**src/rtl/uart_tx.sv**
```systemverilog
// UART transmitter: byte FIFO feeding an 8N1 / 8E1 serialiser, LSB first.
// Queued bytes go out back-to-back; the line is registered and idles high.
module uart_tx #(
  parameter int CLK_FREQ   = 108_000_000,
  parameter int BAUD_RATE  = 115200,
  parameter int IF_PARITY  = 0,
  parameter int FIFO_DEPTH = 4
) (
  input  logic       clk_i,
  input  logic       rst_i,
  input  logic       wr_i,
  input  logic [7:0] data_i,
  output logic       full_o,
  output logic       overflow_o,
  output logic       busy_o,
  output logic       uart_tx_o
);

  localparam int CPB = CLK_FREQ / BAUD_RATE;
  localparam int BW  = (CPB > 1) ? $clog2(CPB) : 1;
  localparam int AW  = (FIFO_DEPTH > 1) ? $clog2(FIFO_DEPTH) : 1;
  localparam logic [BW-1:0] BAUD_LAST = BW'(CPB - 1);
  localparam logic [AW:0]   DEPTH_C   = (AW + 1)'(FIFO_DEPTH);

  typedef enum logic [2:0] {
    S_IDLE,
    S_START,
    S_DATA,
    S_PARITY,
    S_STOP
  } state_e;

  logic [7:0]    mem_q [FIFO_DEPTH];
  logic [AW-1:0] wptr_q, rptr_q;
  logic [AW:0]   cnt_q;
  logic          overflow_q;
  logic          full, empty, push, pop;

  state_e        state_q, state_d;
  logic [BW-1:0] baud_q, baud_d;
  logic [2:0]    bit_q, bit_d;
  logic [7:0]    shift_q, shift_d;
  logic [7:0]    byte_q, byte_d;
  logic          tx_q, tx_d;
  logic          baud_last;

  // full is taken from the pre-pop count, so a write while full is always dropped
  assign full  = (cnt_q == DEPTH_C);
  assign empty = (cnt_q == '0);
  assign push  = wr_i & ~full;

  always_ff @(posedge clk_i) begin
    if (rst_i) begin
      wptr_q     <= '0;
      rptr_q     <= '0;
      cnt_q      <= '0;
      overflow_q <= 1'b0;
    end else begin
      if (push) wptr_q <= wptr_q + 1'b1;
      if (pop)  rptr_q <= rptr_q + 1'b1;
      cnt_q      <= cnt_q + {{AW{1'b0}}, push} - {{AW{1'b0}}, pop};
      overflow_q <= wr_i & full;
    end
  end

  always_ff @(posedge clk_i) begin
    if (push) mem_q[wptr_q] <= data_i;
  end

  always_ff @(posedge clk_i) begin
    if (rst_i) begin
      state_q <= S_IDLE;
      baud_q  <= '0;
      bit_q   <= '0;
      tx_q    <= 1'b1;
    end else begin
      state_q <= state_d;
      baud_q  <= baud_d;
      bit_q   <= bit_d;
      tx_q    <= tx_d;
    end
  end

  always_ff @(posedge clk_i) begin
    shift_q <= shift_d;
    byte_q  <= byte_d;
  end

  assign baud_last = (baud_q == BAUD_LAST);

  always_comb begin
    state_d = state_q;
    baud_d  = baud_q;
    bit_d   = bit_q;
    shift_d = shift_q;
    byte_d  = byte_q;
    tx_d    = tx_q;
    pop     = 1'b0;
    if (state_q != S_IDLE) baud_d = baud_last ? '0 : baud_q + 1'b1;
    case (state_q)
      S_IDLE: begin
        baud_d = '0;
        tx_d   = 1'b1;
        if (!empty) begin
          pop     = 1'b1;
          shift_d = mem_q[rptr_q];
          byte_d  = mem_q[rptr_q];
          tx_d    = 1'b0;
          state_d = S_START;
        end
      end
      S_START: begin
        if (baud_last) begin
          tx_d    = shift_q[0];
          bit_d   = '0;
          state_d = S_DATA;
        end
      end
      S_DATA: begin
        if (baud_last) begin
          shift_d = {1'b0, shift_q[7:1]};
          bit_d   = bit_q + 1'b1;
          if (bit_q == 3'd7) begin
            if (IF_PARITY != 0) begin
              tx_d    = ^byte_q;
              state_d = S_PARITY;
            end else begin
              tx_d    = 1'b1;
              state_d = S_STOP;
            end
          end else begin
            tx_d = shift_q[1];
          end
        end
      end
      S_PARITY: begin
        if (baud_last) begin
          tx_d    = 1'b1;
          state_d = S_STOP;
        end
      end
      S_STOP: begin
        if (baud_last) begin
          if (!empty) begin
            // chain straight into the next start bit with no idle gap
            pop     = 1'b1;
            shift_d = mem_q[rptr_q];
            byte_d  = mem_q[rptr_q];
            tx_d    = 1'b0;
            state_d = S_START;
          end else begin
            tx_d    = 1'b1;
            state_d = S_IDLE;
          end
        end
      end
      default: begin
        tx_d    = 1'b1;
        state_d = S_IDLE;
      end
    endcase
  end

  assign full_o     = full;
  assign overflow_o = overflow_q;
  assign busy_o     = (state_q != S_IDLE) | ~empty;
  assign uart_tx_o  = tx_q;

endmodule
```
**config.mk**
```make
export PLATFORM = sky130hd
export DESIGN_NAME = uart_tx
export DESIGN_NICKNAME = d
export VERILOG_FILES = /design/src/rtl/uart_tx.sv
export SDC_FILE = /design/constraint.sdc
export NUM_CORES = 1
export LEC_CHECK = 0
export BUFFER_PORTS_ARGS = -buffer_cell sky130_fd_sc_hd__buf_2
export CAP_MARGIN = 20
export CORE_MARGIN = 1.5
export CORE_UTILIZATION = 35
export CTS_BUF_LIST = sky130_fd_sc_hd__clkbuf_4 sky130_fd_sc_hd__clkbuf_8
export DETAILED_ROUTE_END_ITERATION = 7
export GPL_TIMING_DRIVEN = 0
export MAX_ROUTING_LAYER = met4
export PLACE_DENSITY_LB_ADDON = 0.12
export RECOVER_POWER = 25
export REMOVE_ABC_BUFFERS = 1
export SLEW_MARGIN = 25
export SYNTH_ARGS = -nofsm -noshare
export SYNTH_HDL_FRONTEND = slang
export SYNTH_SLANG_ARGS = --single-unit
```
**constraint.sdc**
```tcl
create_clock -name clk_i -period 3.2 [get_ports clk_i]
set_clock_uncertainty 0.05 [all_clocks]
set_input_delay 0.48 -clock clk_i [delete_from_list [all_inputs] [get_ports clk_i]]
set_output_delay 0.48 -clock clk_i [all_outputs]
set_load 0.01 [all_outputs]
```
* Word level (Yosys, flattened, before mapping)
Memories as Yosys holds them, arrays and structs flattened. A register that Yosys moved wholly into a read port is not among the register bits.
Cells that the tools add are included.
** Operators by class
- Div/mod/pow operators :: 0
- Multiply operators :: 0
- Reduce and logical (&&, ||, !) cells :: 10
- Magnitude comparators :: 0
- Shift operators :: 0
- Muxes and demuxes :: 30
- Bitwise logic cells :: 5
- Equality and inequality tests :: 13
- $add $sub $neg :: 6
** Operators with widths (count)
- two-way mux 3 bit :: 8
- two-way mux 8 bit :: 3
- case mux 8 bit (3 select lines) :: 1
- case mux 3 bit (5 select lines) :: 1
- != test 2 bit (second input constant) :: 6
- two-way mux 1 bit :: 11
- adder 10 x 1 -> 10 bit (second input constant) :: 1
- == test 10 bit (second input constant) :: 1
- two-way mux 10 bit :: 1
- == test 3 bit (second input constant) :: 3
- == test 3 x 2 -> 1 bit (second input constant) :: 2
- zero test 3 bit :: 2
- case mux 3 bit (2 select lines) :: 1
- AND reduction 3 bit :: 2
- AND reduction 6 bit :: 1
- nonzero test 3 bit :: 2
- case mux 1 bit (5 select lines) :: 1
- adder 2 x 1 -> 2 bit (second input constant) :: 2
- two-way mux 2 bit :: 2
- AND reduction 4 bit :: 1
- adder 3 x 1 -> 3 bit :: 1
- adder 3 x 1 -> 3 bit (second input constant) :: 1
- == test 3 x 1 -> 1 bit (second input constant) :: 1
- subtractor 3 x 1 -> 3 bit :: 1
- other kinds (6) :: 8
** Word-level totals
- RAM bits :: 32
- Bits in read-only memories :: 0
- Register bits after elaboration :: 33
- Latch bits :: 0
- Memories :: 1
- Logic and storage cells :: 74
- Input bits :: 11
** Memories
- mem_q :: depth 4, bits a word 8, rd ports 1, clocked after memory_dff 1, wr ports 1, RTL line 33 : logic [7:0] mem_q [FIFO_DEPTH];

* Longest topological paths before layout
Gate-level depths: netlist of run 1.
- Word-level depth :: 6
- Mapped depth :: 12
- Mapped depth without buffers :: 12

* Worst setup path before layout of run 1
Ideal clock, no wire load.
- Path type :: flip-flop to flip-flop
- Start :: register baud_q[0]
- End :: register cnt_q[2]
- Arrival :: 2.274 ns
- Cell stages (with the launch flop) :: 13
- Library setup time :: 0.127 ns
- Period minus slack after synthesis :: 2.451 ns
- Path slack :: 0.749 ns
- Path through :: dfxtp_1 > inv_1 > ha_1 > or2b_1 > o41a_2 > nor2_1 > ha_1 > inv_1 > ha_1 > fa_1 > xnor2_1 > xnor2_1 > nor2_1
** On the way
- Word-level cells in the longest chain between the ends :: 4
** RTL lines
- start: declaration :: RTL line 40 : logic [BW-1:0] baud_q, baud_d;
- start signal: assignment :: RTL line 78 : baud_q <= baud_d;
- == test 10 bit :: RTL line 89 : assign baud_last = (baud_q == BAUD_LAST);
- two-way mux 1 bit :: RTL line 143 : if (baud_last) begin
- case mux 1 bit (2 select lines) :: RTL line 100 : case (state_q)
- via pop :: RTL line 37 : logic full, empty, push, pop;
- subtractor 3 x 1 -> 3 bit :: RTL line 61 : cnt_q <= cnt_q + {{AW{1'b0}}, push} - {{AW{1'b0}}, pop};
- end signal: assignment :: RTL line 61
- end: declaration :: RTL line 35 : logic [AW:0] cnt_q;
The timed path passes the listed nets, and every way through them passes these cells.
A chain may end at the register's enable or synchronous reset.

* Worst setup path after layout of run 1
- Start :: register baud_q[0]
- End :: register shift_q[5], enable pin
** On the way
- Word-level cells in the longest chain between the ends :: 3
- Elaborated cells between the ends (all ways) :: 4
** RTL lines
- == test 10 bit * :: RTL line 89
- != test 2 bit (no line)
- AND reduction 3 bit (no line) *
- end signal: assignment :: RTL line 85 : shift_q <= shift_d;
- end: declaration :: RTL line 42 : logic [7:0] shift_q, shift_d;
Mark *: on every way between the ends. The rest lies on a longest branch, timed or not.

==> summary.txt, run 1 <==
Routing
  – Routed WL: ~4.9 mm
  – DR iter-0 viols: 86
  – Via count: approximately 1.7k
  – Residual DRC: 0
  – Number of iterations in the first detailed-routing pass: 4
  – Drt wl/cell: roughly 14 um
  – Antenna-violating nets left: 0
  – Vias per cell: 4.89

Logic synthesis
  – Area of the mapped netlist: 0.00290 sq mm
  – Average cell area after synthesis: 12.9 sq um
  – Share of synthesized area spent on multiplexers: 0.0622
  – Post-synthesis xor/xnor area fraction: 0.0363
  – Compound-gate portion of the synthesized area: 0.0695
  – Post-synth EDFFs: 40
  – Synthesized flop and latch total: 67
  – Seq/Total Area, Yosys: 0.601
  – Area share of and/or/nand/nor cells after synthesis: 0.146
  – Post-synth cell types: 44
  – Synth warn: 0
  – Async set-or-reset flop fraction in the synthesized netlist: 0
  – Adder-Cell Fraction of Synth Area: 0.0501
  – Largest family of logic cells by synthesized area: simple AND/OR/NAND/NOR gates
  – Count of mapped cells out of synthesis: around 220
  – Post-synth top flop: sky130_fd_sc_hd__edfxtp_1

Layout
  – Storage element area: between 0.0015 and 0.002 sq mm
  – Number of antenna cells inserted: 0
  – Share of the core filled with cells in the final layout: 0.407
  – Multi-input combinational cell area: between 0.001 and 0.0015 sq mm
  – Proportion of layout cells with a drive suffix above 1: 0.160
  – Number of nets in the finished design: between 200 and 300
  – Signed area change from the synthesized netlist to the final layout: 10.9%
  – Post-route cell area: about 0.0032 sq mm
  – Filler cells: 755

Timing
  – Final Max Tran Viols: 0
  – Final Hold Viols: 0
  – Setup TNS Final: 0 ps
  – Post-route clock period utilization: 0.831
  – Worst relative slew slack: 0.446
  – Minimum clock period: between 2000 and 3000 ps
  – Setup repair after global routing missed its margin: no
  – Final setup violating endpoints: 0
  – Worst-margin pin slew: 823 ps
  – Peak clock frequency supported by timing: 376 MHz

Clock network
  – H-tree Lvls: 3
  – Clock buffer depth: 2
  – Clock latency reported for the late side of the worst-skew pair: between 300 and 400 ps
  – Number of sinks handled by clock tree synthesis: between 60 and 70
  – Number of buffers added by the clock tree synthesis step: 9
  – Hold bufs inserted after CTS: 0
  – Clock input transition at the sequential cells of the worst setup and hold paths: about 80 ps
  – CTS tree: done
  – CTS Root Cell: sky130_fd_sc_hd__clkbuf_8
  – Total setup buffers inserted after CTS: 0
  – Number of gates resized after CTS: 0

Power
  – Power density normalized to cell area: 762 mW/mm^2
  – Worst vdd ir: approximately 0.35 mV
  – Leak: between 1 and 1.5 nW

Critical path
  – Cell with the largest stage delay on the worst path: sky130_fd_sc_hd__nor4_2
  – Cells traversed along the worst timing path: inv_1 -> ha_1 -> or2b_1 -> nor4_2 -> o211ai_1 -> a21oi_1
  – Worst setup slack for register-to-register paths: around 540 ps
  – WS Path Type: reg2reg
  – Critical Path AT: about 2600 ps
  – End of the worst register-to-register path: shift_q[5]
  – Delay of the slowest cell on the worst path: around 630 ps
  – Count of buffer and inverter cells on the critical path: 1
  – Critical Path Sink Type: register
  – Worst R2R Path Depth: 6
  – Launch point of the worst reg-to-reg path: baud_q[0]
  – Path length in cells of the critical path: 6
  – Req. time, crit path: roughly 3100 ps
  – CP startpoint kind: register
  – Top delay family on crit path: simple AND/OR/NAND/NOR gates
  – Crit-path max FO: 9

Global routing
  – Antenna violations before repair: 0
  – Largest net degree at the start of global routing: 22
  – Global-route wire length before repair: between 8 and 9 mm
  – Global-route total usage across every layer: 0.129
  – Number of global-route vias before repair: around 1.7k
  – Grt ovf: 0

Floorplan
  – # IOs: 15
  – Overall die height: between 90 and 100 um
  – Initial core utilization: 0.367
  – Core outline area: ~0.008 sq mm
  – Die area: around 0.0088 sq mm
  – Number of standard-cell rows in the floorplan: 32
  – Die outline width: roughly 94 um

Status
  – Outcome: complete, no violations

Worst hold path
  – Number of cells on the worst hold path: 1
  – Worst hold start: data_i[6]
  – Hold Path End: mem_q[3][6]
  – Path category of the worst min-delay check: in2reg

Placement
  – Detailed placement HPWL: around 3.3 mm
  – Placed inst area: around 0.0030 sq mm
  – Final Wtd Congestion: between 0.7 and 0.8
  – Total of buffers placed on input and output ports: 14

Run
  – Count of maximum capacitance violations: 0
[power by group]
group	switching, mW	internal [mW]	total, mW	leakage [nW]
clock network	0.358	0.293	0.650	0.0886
logic	0.295	0.287	0.582	0.437
registers	0.111	1.10	1.21	0.593
[cells in the mapped netlist, types with 2 or more instances]
master,number,area (sq um)
sky130_fd_sc_hd__nand2b_1,4,25.0
sky130_fd_sc_hd__nand2_1,11,41.3
sky130_fd_sc_hd__mux4_2,8,180
sky130_fd_sc_hd__buf_2,2,10.0
sky130_fd_sc_hd__xor2_1,3,26.3
sky130_fd_sc_hd__or3_1,4,25.0
sky130_fd_sc_hd__nor3_1,5,25.0
sky130_fd_sc_hd__a22o_1,7,61.3
sky130_fd_sc_hd__edfxtp_1,40,1200
sky130_fd_sc_hd__ha_1,10,125
sky130_fd_sc_hd__xnor2_1,9,78.8
sky130_fd_sc_hd__inv_1,11,41.3
sky130_fd_sc_hd__clkbuf_1,4,15.0
sky130_fd_sc_hd__o32a_1,2,20.0
sky130_fd_sc_hd__nor3b_1,2,15.0
sky130_fd_sc_hd__a21oi_1,7,35.0
sky130_fd_sc_hd__nand4b_1,3,26.3
sky130_fd_sc_hd__buf_4,3,22.5
sky130_fd_sc_hd__dfxtp_1,27,541
sky130_fd_sc_hd__nor2_1,24,90.1
sky130_fd_sc_hd__nor2b_1,2,12.5
sky130_fd_sc_hd__or2b_1,2,15.0
sky130_fd_sc_hd__nand3_1,6,30.0
sky130_fd_sc_hd__o21ai_0,5,25.0
sky130_fd_sc_hd__and3_1,4,25.0
[cells in the final DEF, fill, tap and decap left out, types with 2 or more instances in the layout]
cell,synthesis,routed
sky130_fd_sc_hd__nor2_1,24,24
sky130_fd_sc_hd__nand2_1,11,11
sky130_fd_sc_hd__inv_6,0,3
sky130_fd_sc_hd__inv_1,11,11
sky130_fd_sc_hd__dfxtp_1,27,27
sky130_fd_sc_hd__nand2b_1,4,4
sky130_fd_sc_hd__mux4_2,8,8
sky130_fd_sc_hd__nor2b_1,2,2
sky130_fd_sc_hd__clkbuf_1,4,8
sky130_fd_sc_hd__clkinvlp_4,0,2
sky130_fd_sc_hd__buf_2,2,6
sky130_fd_sc_hd__or3_1,4,4
sky130_fd_sc_hd__o21ai_0,5,5
sky130_fd_sc_hd__nand3_1,6,6
sky130_fd_sc_hd__ha_1,10,10
sky130_fd_sc_hd__a21oi_1,7,7
sky130_fd_sc_hd__or2b_1,2,2
sky130_fd_sc_hd__a22o_1,7,7
sky130_fd_sc_hd__xor2_1,3,3
sky130_fd_sc_hd__and3_1,4,4
sky130_fd_sc_hd__clkbuf_8,0,9
sky130_fd_sc_hd__o32a_1,2,2
sky130_fd_sc_hd__edfxtp_1,40,40
sky130_fd_sc_hd__xnor2_1,9,9
sky130_fd_sc_hd__nand4b_1,3,3
sky130_fd_sc_hd__nor3_1,5,5
[per-stage QoR]
step / setup WS [ps] / hold WS, ps / total power, mW / instances
after detailed placement: 530 / 401 / 1.83 / 330
after CTS: 492 / 281 / 2.49 / 346
after global placement: 539 / 392 / 1.82 / 330
after global routing: 347 / 340 / 2.61 / 346
final: 542 / 344 / 2.45 / 346
after floorplan: 762 / 380 / 1.66 / 214
[worst max-delay path by stage]
stage,from,to,slack [ps]
floorplan,baud_q[0],cnt_q[2],760
global placement,baud_q[0],shift_q[4],540
detailed placement,baud_q[0],shift_q[4],530
CTS,baud_q[0],shift_q[3],490
global route,baud_q[0],shift_q[5],350
finish,baud_q[0],shift_q[5],540
[routing by layer]
metal	up-vias	GRT usage	routed length (um)
li1	848	-	-
met1	820	0.161	2370
met4	0	0.0522	85
met2	19	0.188	2210
met5	-	-	0
met3	6	0.0494	179
[layout make-up]
type / instances / share of cell area
well taps: 102 / 0.0397
repair buffers: 14 / 0.0187
flip-flops and latches: 67 / 0.542
clock buffers: 9 / 0.0386
inverters: 11 / 0.0129
clock inverters: 7 / 0.0179
multi-input cells: 136 / 0.330
[registers in the layout, indices dropped and copies added, names as in the netlist, named ones only]
register and flops:
bit_q 3, shift_q 8, cnt_q 3, baud_q 10
mem_q 32, overflow_o 1, uart_tx_o 1, state_q 3
wptr_q 2, rptr_q 2
[cell families (layout without fill, tap and decap cells)]
kind of cell	after synthesis	after routing
xor gates and xnor gates	12	12
DFF	67	67
buffers and inverters	21	41
muxes	8	8
AOI/OAI and AO/OA	28	28
and+or+nand+nor	77	77
adders and majority gates	11	11
[worst register-to-register path, cell delays in order (launching register included)]
cell and delay (ps):
sky130_fd_sc_hd__dfxtp_1 340, sky130_fd_sc_hd__inv_1 60, sky130_fd_sc_hd__ha_1 140, sky130_fd_sc_hd__or2b_1 270, sky130_fd_sc_hd__nor4_2 630, sky130_fd_sc_hd__o211ai_1 170
sky130_fd_sc_hd__a21oi_1 620
No activity file was read; power rests on OpenSTA's default activity.
==> run 2: changes to the inputs <==
==> constraint.sdc (replaced) <==
create_clock -name clk_i -period 2.44 [get_ports clk_i]
set_clock_uncertainty 0.05 [all_clocks]
set_input_delay 0.366 -clock clk_i [delete_from_list [all_inputs] [get_ports clk_i]]
set_output_delay 0.366 -clock clk_i [all_outputs]
set_load 0.01 [all_outputs]
==> run 2 against run 1 <==
Against the previous run:
- sequential power rose by 32%
- total power increased by 36%
- sequential share of layout area is 1.7 points lower
- non-clock buffer count rose by 4
- critical path depth rose by 6
- first-iteration DRC count shrank 16%
- die area unchanged
- clock-buffer cell count is the same
- largest power group unchanged
- highest routed layer unchanged
==> summary.txt, run 2 (synthesized netlist as in run 1, its figures left out) <==
Routing
  – Routed WL: 4.93 mm (+1.6%)
  – Via count: 1714 (+1.2%)
  – Antenna-violating nets left: 0 (unchanged)
  – Number of iterations in the first detailed-routing pass: 4 (unchanged)
  – Vias per cell: 4.90 (about the same)
  – Residual DRC: 0 (unchanged)
  – Drt wl/cell: 14.1 um (+0.49%)
  – DR iter-0 viols: 72 (-16%)

Power
  – Clock network power share: 0.256 (-0.010)
  – Worst vdd ir: 0.464 mV (+33%)
  – Total power: 3.32 mW (+36%)
  – Switching share of power: 0.315 (+0.00324)
  – Power density normalized to cell area: 999 mW/mm^2 (+31%)
  – Part of the power in combinational logic: 0.261 (+0.023)
  – Cell Int Power: 2.28 mW (+35%)
  – Switch Pwr: 1.05 mW (+37%)
  – Leak: 1.15 nW (+2.8%)
  – Sequential Power Share: 0.482 (-0.014)

Critical path
  – WS Path Type: reg2reg
  – Req. time, crit path: 2610 ps (-510 ps)
  – Worst R2R Path Depth: 12 (+6)
  – CP startpoint kind: register
  – Critical Path AT: 2600 ps (+20 ps)
  – Crit-path max FO: 5 (-4)
  – Critical Path Sink Type: register
  – Worst setup slack for register-to-register paths: 3 ps (-540 ps)

Timing
  – Worst relative slew slack: 0.505 (+0.0583)
  – Final Hold Viols: 0 (unchanged)
  – Minimum clock period: 2440 ps (-221 ps)
  – Worst-margin pin slew: 740 ps (-83.9 ps)
  – Setup repair after global routing missed its margin: yes
  – Final Max Tran Viols: 0 (unchanged)
  – Peak clock frequency supported by timing: 410 MHz (+9.1%)
  – Post-route clock period utilization: 0.999 (+0.168)
  – Final Worst Setup Slack: 3.02 ps (-539 ps)
  – Final setup violating endpoints: 0 (unchanged)

Layout
  – Number of antenna cells inserted: 0 (unchanged)
  – Leading registers by flop count: mem_q x32, baud_q x10, shift_q x8
  – Flip-flop count of the largest register after layout: 32 (unchanged)
  – Post-layout instance count excluding filler cells: 350 (+1.2%)
  – Most common library cell in the layout ignoring fill and taps: sky130_fd_sc_hd__edfxtp_1
  – Share of the core filled with cells in the final layout: 0.422 (+0.0146)
  – Commonest cells after routing, fill and taps aside: 40 x sky130_fd_sc_hd__edfxtp_1, 23 x sky130_fd_sc_hd__nor2_1, 23 x sky130_fd_sc_hd__dfxtp_1
  – Top register by number of flip-flops: mem_q
  – Proportion of layout cells with a drive suffix above 1: 0.234 (+0.0740)
  – Signed area change from the synthesized netlist to the final layout: 14.9%
  – Number of nets in the finished design: 265 (+1.5%)
  – Post-route cell area: 0.00333 sq mm (+3.6%)

Placement
  – Cells after DPL: 330 (unchanged)
  – DP Worst Slack: -230 ps (-760 ps)
  – Final Wtd Congestion: 0.709 (unchanged)
  – Total of buffers placed on input and output ports: 14 (unchanged)
  – Placed inst area: 0.00304 sq mm (unchanged)
  – Detailed placement HPWL: 3.29 mm (unchanged)

Floorplan
  – Core outline area: 0.00789 sq mm (unchanged)
  – Overall die height: 94.0 um (unchanged)
  – Die area: 0.00883 sq mm (unchanged)
  – Die outline width: 94.0 um (unchanged)
  – Number of standard-cell rows in the floorplan: 32 (unchanged)
  – Initial core utilization: 0.367 (unchanged)
  – # IOs: 15 (unchanged)

Clock network
  – Number of sinks handled by clock tree synthesis: 67 (unchanged)
  – CTS tree: done
  – Hold bufs inserted after CTS: 0 (unchanged)
  – Number of buffers added by the clock tree synthesis step: 9 (unchanged)
  – Clock latency reported for the late side of the worst-skew pair: 340 ps (about the same)
  – H-tree Lvls: 3 (unchanged)
  – CTS Root Cell: sky130_fd_sc_hd__clkbuf_8
  – Clock input transition at the sequential cells of the worst setup and hold paths: 80 ps (about the same)
  – Clock buffer depth: 2 (unchanged)

Global routing
  – Antenna violations before repair: 0 (unchanged)
  – Global-route total usage across every layer: 0.130 (+0.000890)
  – Grt ovf: 0 (unchanged)
  – Largest net degree at the start of global routing: 22 (unchanged)
  – Number of global-route vias before repair: 1671 (+1.2%)
  – Global-route wire length before repair: 8.18 mm (+0.85%)

Worst hold path
  – Number of cells on the worst hold path: 1 (unchanged)
  – Path category of the worst min-delay check: in2reg

Status
  – Outcome: complete, no violations

Run
  – Count of maximum capacitance violations: 0 (unchanged)
==> run 2: power groups by stage <==
| stage | logic (mW) | registers, mW | clock network (mW) |
|---|---|---|---|
| finish | 0.869 | 1.60 | 0.852 |
| global route | 0.969 | 1.64 | 0.937 |
| CTS | 0.844 | 1.60 | 0.885 |
| detailed placement | 0.781 | 1.62 | 0 |
| global placement | 0.770 | 1.62 | 0 |
| floorplan | 0.594 | 1.58 | 0 |
==> run 2: critical path, stage by stage (launching register included) <==
cell	delay, ps
sky130_fd_sc_hd__dfxtp_2	330
sky130_fd_sc_hd__inv_2	40
sky130_fd_sc_hd__ha_2	150
sky130_fd_sc_hd__or2b_4	260
sky130_fd_sc_hd__o41a_4	390
sky130_fd_sc_hd__nor2_4	120
sky130_fd_sc_hd__ha_4	130
sky130_fd_sc_hd__inv_2	30
sky130_fd_sc_hd__ha_4	140
sky130_fd_sc_hd__fa_2	340
sky130_fd_sc_hd__xnor2_2	150
sky130_fd_sc_hd__xnor2_1	130
sky130_fd_sc_hd__nor2_1	50
==> run 2: final cells by class <==
class | count | area, sq um
clock inverter | 7 | 57.6
timing repair buffer | 18 | 90.1
clock buffer | 9 | 124
multi-input combinational | 136 | 1140
tap | 102 | 128
fill | 748 | 4560
sequential | 67 | 1750
inverter | 11 | 41.3
==> run 2: routing by layer <==
metal,wire [um],track usage
met5,0,-
met4,85,0.0522
met3,164,0.0494
met1,2370,0.159
met2,2310,0.194
==> run 2: what timing repair did <==
action,4_1_cts,5_1_grt
setup endpoints to repair,9,9
gates resized for setup,11,10
pin swaps,1,1
buffers inserted,3,1
==> run 2: through the flow <==
stage	setup TNS, ps	hold slack, ps
final	0	231
after global routing	-113	226
after CTS	-65.4	167
after detailed placement	-1960	401
after global placement	-2510	392
after floorplan	0	380
==> run 2: worst paths after layout <==
check | from | end
setup reg to reg | baud_q[0] | cnt_q[2]
hold / removal | data_i[6] | mem_q[3][6]
setup / recovery | baud_q[0] | cnt_q[2]
hold reg to reg | uart_tx_o | uart_tx_o
==> run 3: changes to the inputs <==
==> constraint.sdc (replaced) <==
create_clock -name clk_i -period 1.95 [get_ports clk_i]
set_clock_uncertainty 0.05 [all_clocks]
set_input_delay 0.2925 -clock clk_i [delete_from_list [all_inputs] [get_ports clk_i]]
set_output_delay 0.2925 -clock clk_i [all_outputs]
set_load 0.01 [all_outputs]
==> run 3 against run 2 <==
Against the previous run:
- the flow now finishes with violations (negative setup slack)
- worst setup slack lost 490 ps
- via count increased by 2.1%
- register-to-register slack got worse by 490 ps
- sequential share of layout area fell by 1.6 points
- critical path type unchanged
- critical endpoint unchanged
- largest cell class unchanged
==> summary.txt, run 3 (synthesized netlist as in run 1, its figures left out) <==
Status
  – Outcome: finished with violations
  – Failing checks: negative setup slack

Layout
  – Post-route cell area: 0.00343 sq mm (+3.2%)
  – Commonest cells after routing, fill and taps aside: 40 x sky130_fd_sc_hd__edfxtp_1, 23 x sky130_fd_sc_hd__dfxtp_1, 22 x sky130_fd_sc_hd__nor2_1
  – Flip-flop count of the largest register after layout: 32 (unchanged)
  – Number of nets in the finished design: 272 (+2.6%)
  – Top register by number of flip-flops: mem_q
  – Leading registers by flop count: mem_q x32, baud_q x10, shift_q x8
  – Share of the core filled with cells in the final layout: 0.435 (+0.0136)
  – Proportion of layout cells with a drive suffix above 1: 0.282 (+0.0485)
  – Number of antenna cells inserted: 0 (unchanged)
  – Most common library cell in the layout ignoring fill and taps: sky130_fd_sc_hd__edfxtp_1
  – Signed area change from the synthesized netlist to the final layout: 18.6%

Routing
  – Residual DRC: 0 (unchanged)
  – Routed WL: 5.06 mm (+2.6%)
  – Via count: 1750 (+2.1%)
  – Number of iterations in the first detailed-routing pass: 4 (unchanged)
  – Drt wl/cell: 14.2 um (+0.62%)
  – DR iter-0 viols: 98 (+36%)
  – Antenna-violating nets left: 0 (unchanged)
  – Vias per cell: 4.90 (about the same)

Critical path
  – Critical Path Sink Type: register
  – Delay of the slowest cell on the worst path: 390 ps (about the same)
  – Worst R2R Path Depth: 12 (unchanged)
  – WS Path Type: reg2reg
  – CP startpoint kind: register
  – Count of buffer and inverter cells on the critical path: 2 (unchanged)
  – Top delay family on crit path: adder cells
  – Path length in cells of the critical path: 12 (unchanged)
  – Critical Path AT: 2610 ps (about the same)
  – Cell with the largest stage delay on the worst path: sky130_fd_sc_hd__o41a_4
  – Req. time, crit path: 2120 ps (-490 ps)
  – Crit-path max FO: 5 (unchanged)
  – Cells traversed along the worst timing path: inv_2 -> ha_2 -> or2b_4 -> o41a_4 -> nor2_4 -> ha_4 -> inv_2 -> ha_4 -> fa_2 -> xnor2_2 -> xnor2_1 -> nor2_1
  – Worst setup slack for register-to-register paths: -490 ps (-490 ps)

Floorplan
  – Number of standard-cell rows in the floorplan: 32 (unchanged)
  – Core outline area: 0.00789 sq mm (unchanged)
  – Overall die height: 94.0 um (unchanged)
  – Die outline width: 94.0 um (unchanged)
  – Initial core utilization: 0.367 (unchanged)
  – # IOs: 15 (unchanged)
  – Die area: 0.00883 sq mm (unchanged)

Timing
  – Final Worst Setup Slack: -491 ps (-494 ps)
  – Final setup violating endpoints: 27 (+27)
  – Worst relative slew slack: 0.587 (+0.0823)
  – Post-route clock period utilization: 1.25 (+0.253)
  – Peak clock frequency supported by timing: 410 MHz (-0.17%)
  – Final Max Tran Viols: 0 (unchanged)
  – Final Hold Viols: 0 (unchanged)
  – Minimum clock period: 2440 ps (+4.04 ps)
  – Setup repair after global routing missed its margin: yes
  – Worst-margin pin slew: 619 ps (-121 ps)

Placement
  – Total of buffers placed on input and output ports: 14 (unchanged)
  – Final Wtd Congestion: 0.709 (unchanged)
  – Placed inst area: 0.00304 sq mm (unchanged)
  – Detailed placement HPWL: 3.29 mm (unchanged)

Power
  – Leak: 1.20 nW (+4.3%)
  – Power density normalized to cell area: 1220 mW/mm^2 (+22%)
  – Worst vdd ir: 0.579 mV (+25%)

Clock network
  – Number of buffers added by the clock tree synthesis step: 9 (unchanged)
  – Clock input transition at the sequential cells of the worst setup and hold paths: 80 ps (about the same)
  – H-tree Lvls: 3 (unchanged)
  – Hold bufs inserted after CTS: 0 (unchanged)
  – CTS Root Cell: sky130_fd_sc_hd__clkbuf_8
  – Clock buffer depth: 2 (unchanged)
  – Clock latency reported for the late side of the worst-skew pair: 340 ps (about the same)
  – Number of sinks handled by clock tree synthesis: 67 (unchanged)
  – CTS tree: done

Global routing
  – Global-route total usage across every layer: 0.131 (+0.00109)
  – GRT met1 Usage: 0.162 (+0.00269)
  – Gr busiest metal: met2
  – Antenna violations before repair: 0 (unchanged)
  – Number of global-route vias before repair: 1670 (-0.060%)
  – Largest net degree at the start of global routing: 22 (unchanged)
  – Global-route wire length before repair: 8.25 mm (+0.84%)
  – Grt ovf: 0 (unchanged)
  – Met2 capacity usage during global routing: 0.194 (+0.000604)
  – Met3 capacity usage during global routing: 0.0494 (unchanged)

Run
  – Count of maximum capacitance violations: 0 (unchanged)

Worst hold path
  – Path category of the worst min-delay check: in2reg
  – Number of cells on the worst hold path: 1 (unchanged)
-- run 3: cell types whose count changed in the layout (fill, tap and decap cells not counted), sizes merged --
cell    before  now
clkbuf      17   15
buf         10   19
-- run 3: what timing repair did --
item                       in CTS  in global routing
resized for setup              16                 19
setup buffers                   4                  7
pin swaps                       3                  6
setup endpoints to repair      33                 34
-- run 3: report_power, final --
part           leakage [nW]  total, mW  internal [mW]  switching [mW]
clock                0.0886       1.07          0.481           0.589
combinational         0.517       1.12          0.576           0.541
sequential            0.594       2.01           1.81           0.202
total                  1.20       4.20           2.87            1.33
-- run 3: final timing paths --
kind	from	end
worst max-delay path	baud_q[0]	cnt_q[2]
worst min register to register	bit_q[1]	bit_q[1]
worst min-delay path	data_i[2]	mem_q[1][2]
worst max register to register	baud_q[0]	cnt_q[2]
-- run 3: cell type report --
cell class	count	area, sq um
Clock buffer	9	124
Clock inverter	7	57.6
Fill cell	736	4450
Inverter	11	41.3
Multi-Input combinational cell	136	1180
Sequential cell	67	1750
Tap cell	102	128
Timing Repair Buffer	25	156
-- run 3: per-stage QoR --
| stage | instances | setup TNS [ps] | hold WS, ps | total power, mW | setup slack (ps) |
|---|---|---|---|---|---|
| final | 357 | -4020 | 122 | 4.20 | -491 |
| after floorplan | 214 | -2680 | 312 | 2.72 | -488 |
| after global placement | 330 | -12660 | 392 | 2.99 | -711 |
| after detailed placement | 330 | -9220 | 401 | 3.01 | -720 |
| after CTS | 350 | -2350 | 93.5 | 4.20 | -529 |
| after global routing | 357 | -6660 | 110 | 4.47 | -579 |
-- run 3: layer usage --
| metal | share of wire | wire length [um] |
|---|---|---|
| met4 | 0.017 | 85 |
| met2 | 0.47 | 2370 |
| met5 | 0 | 0 |
| met1 | 0.48 | 2430 |
| met3 | 0.035 | 179 |
-- run 3: worst reg2reg max path: cells and delay by family (launching register included) --
family | cells | cell delay (ps)
compound gates | 1 | 390
xor+xnor | 2 | 280
fa+ha+maj | 4 | 760
buf+inv | 2 | 70
flops | 1 | 330
simple gates | 3 | 430
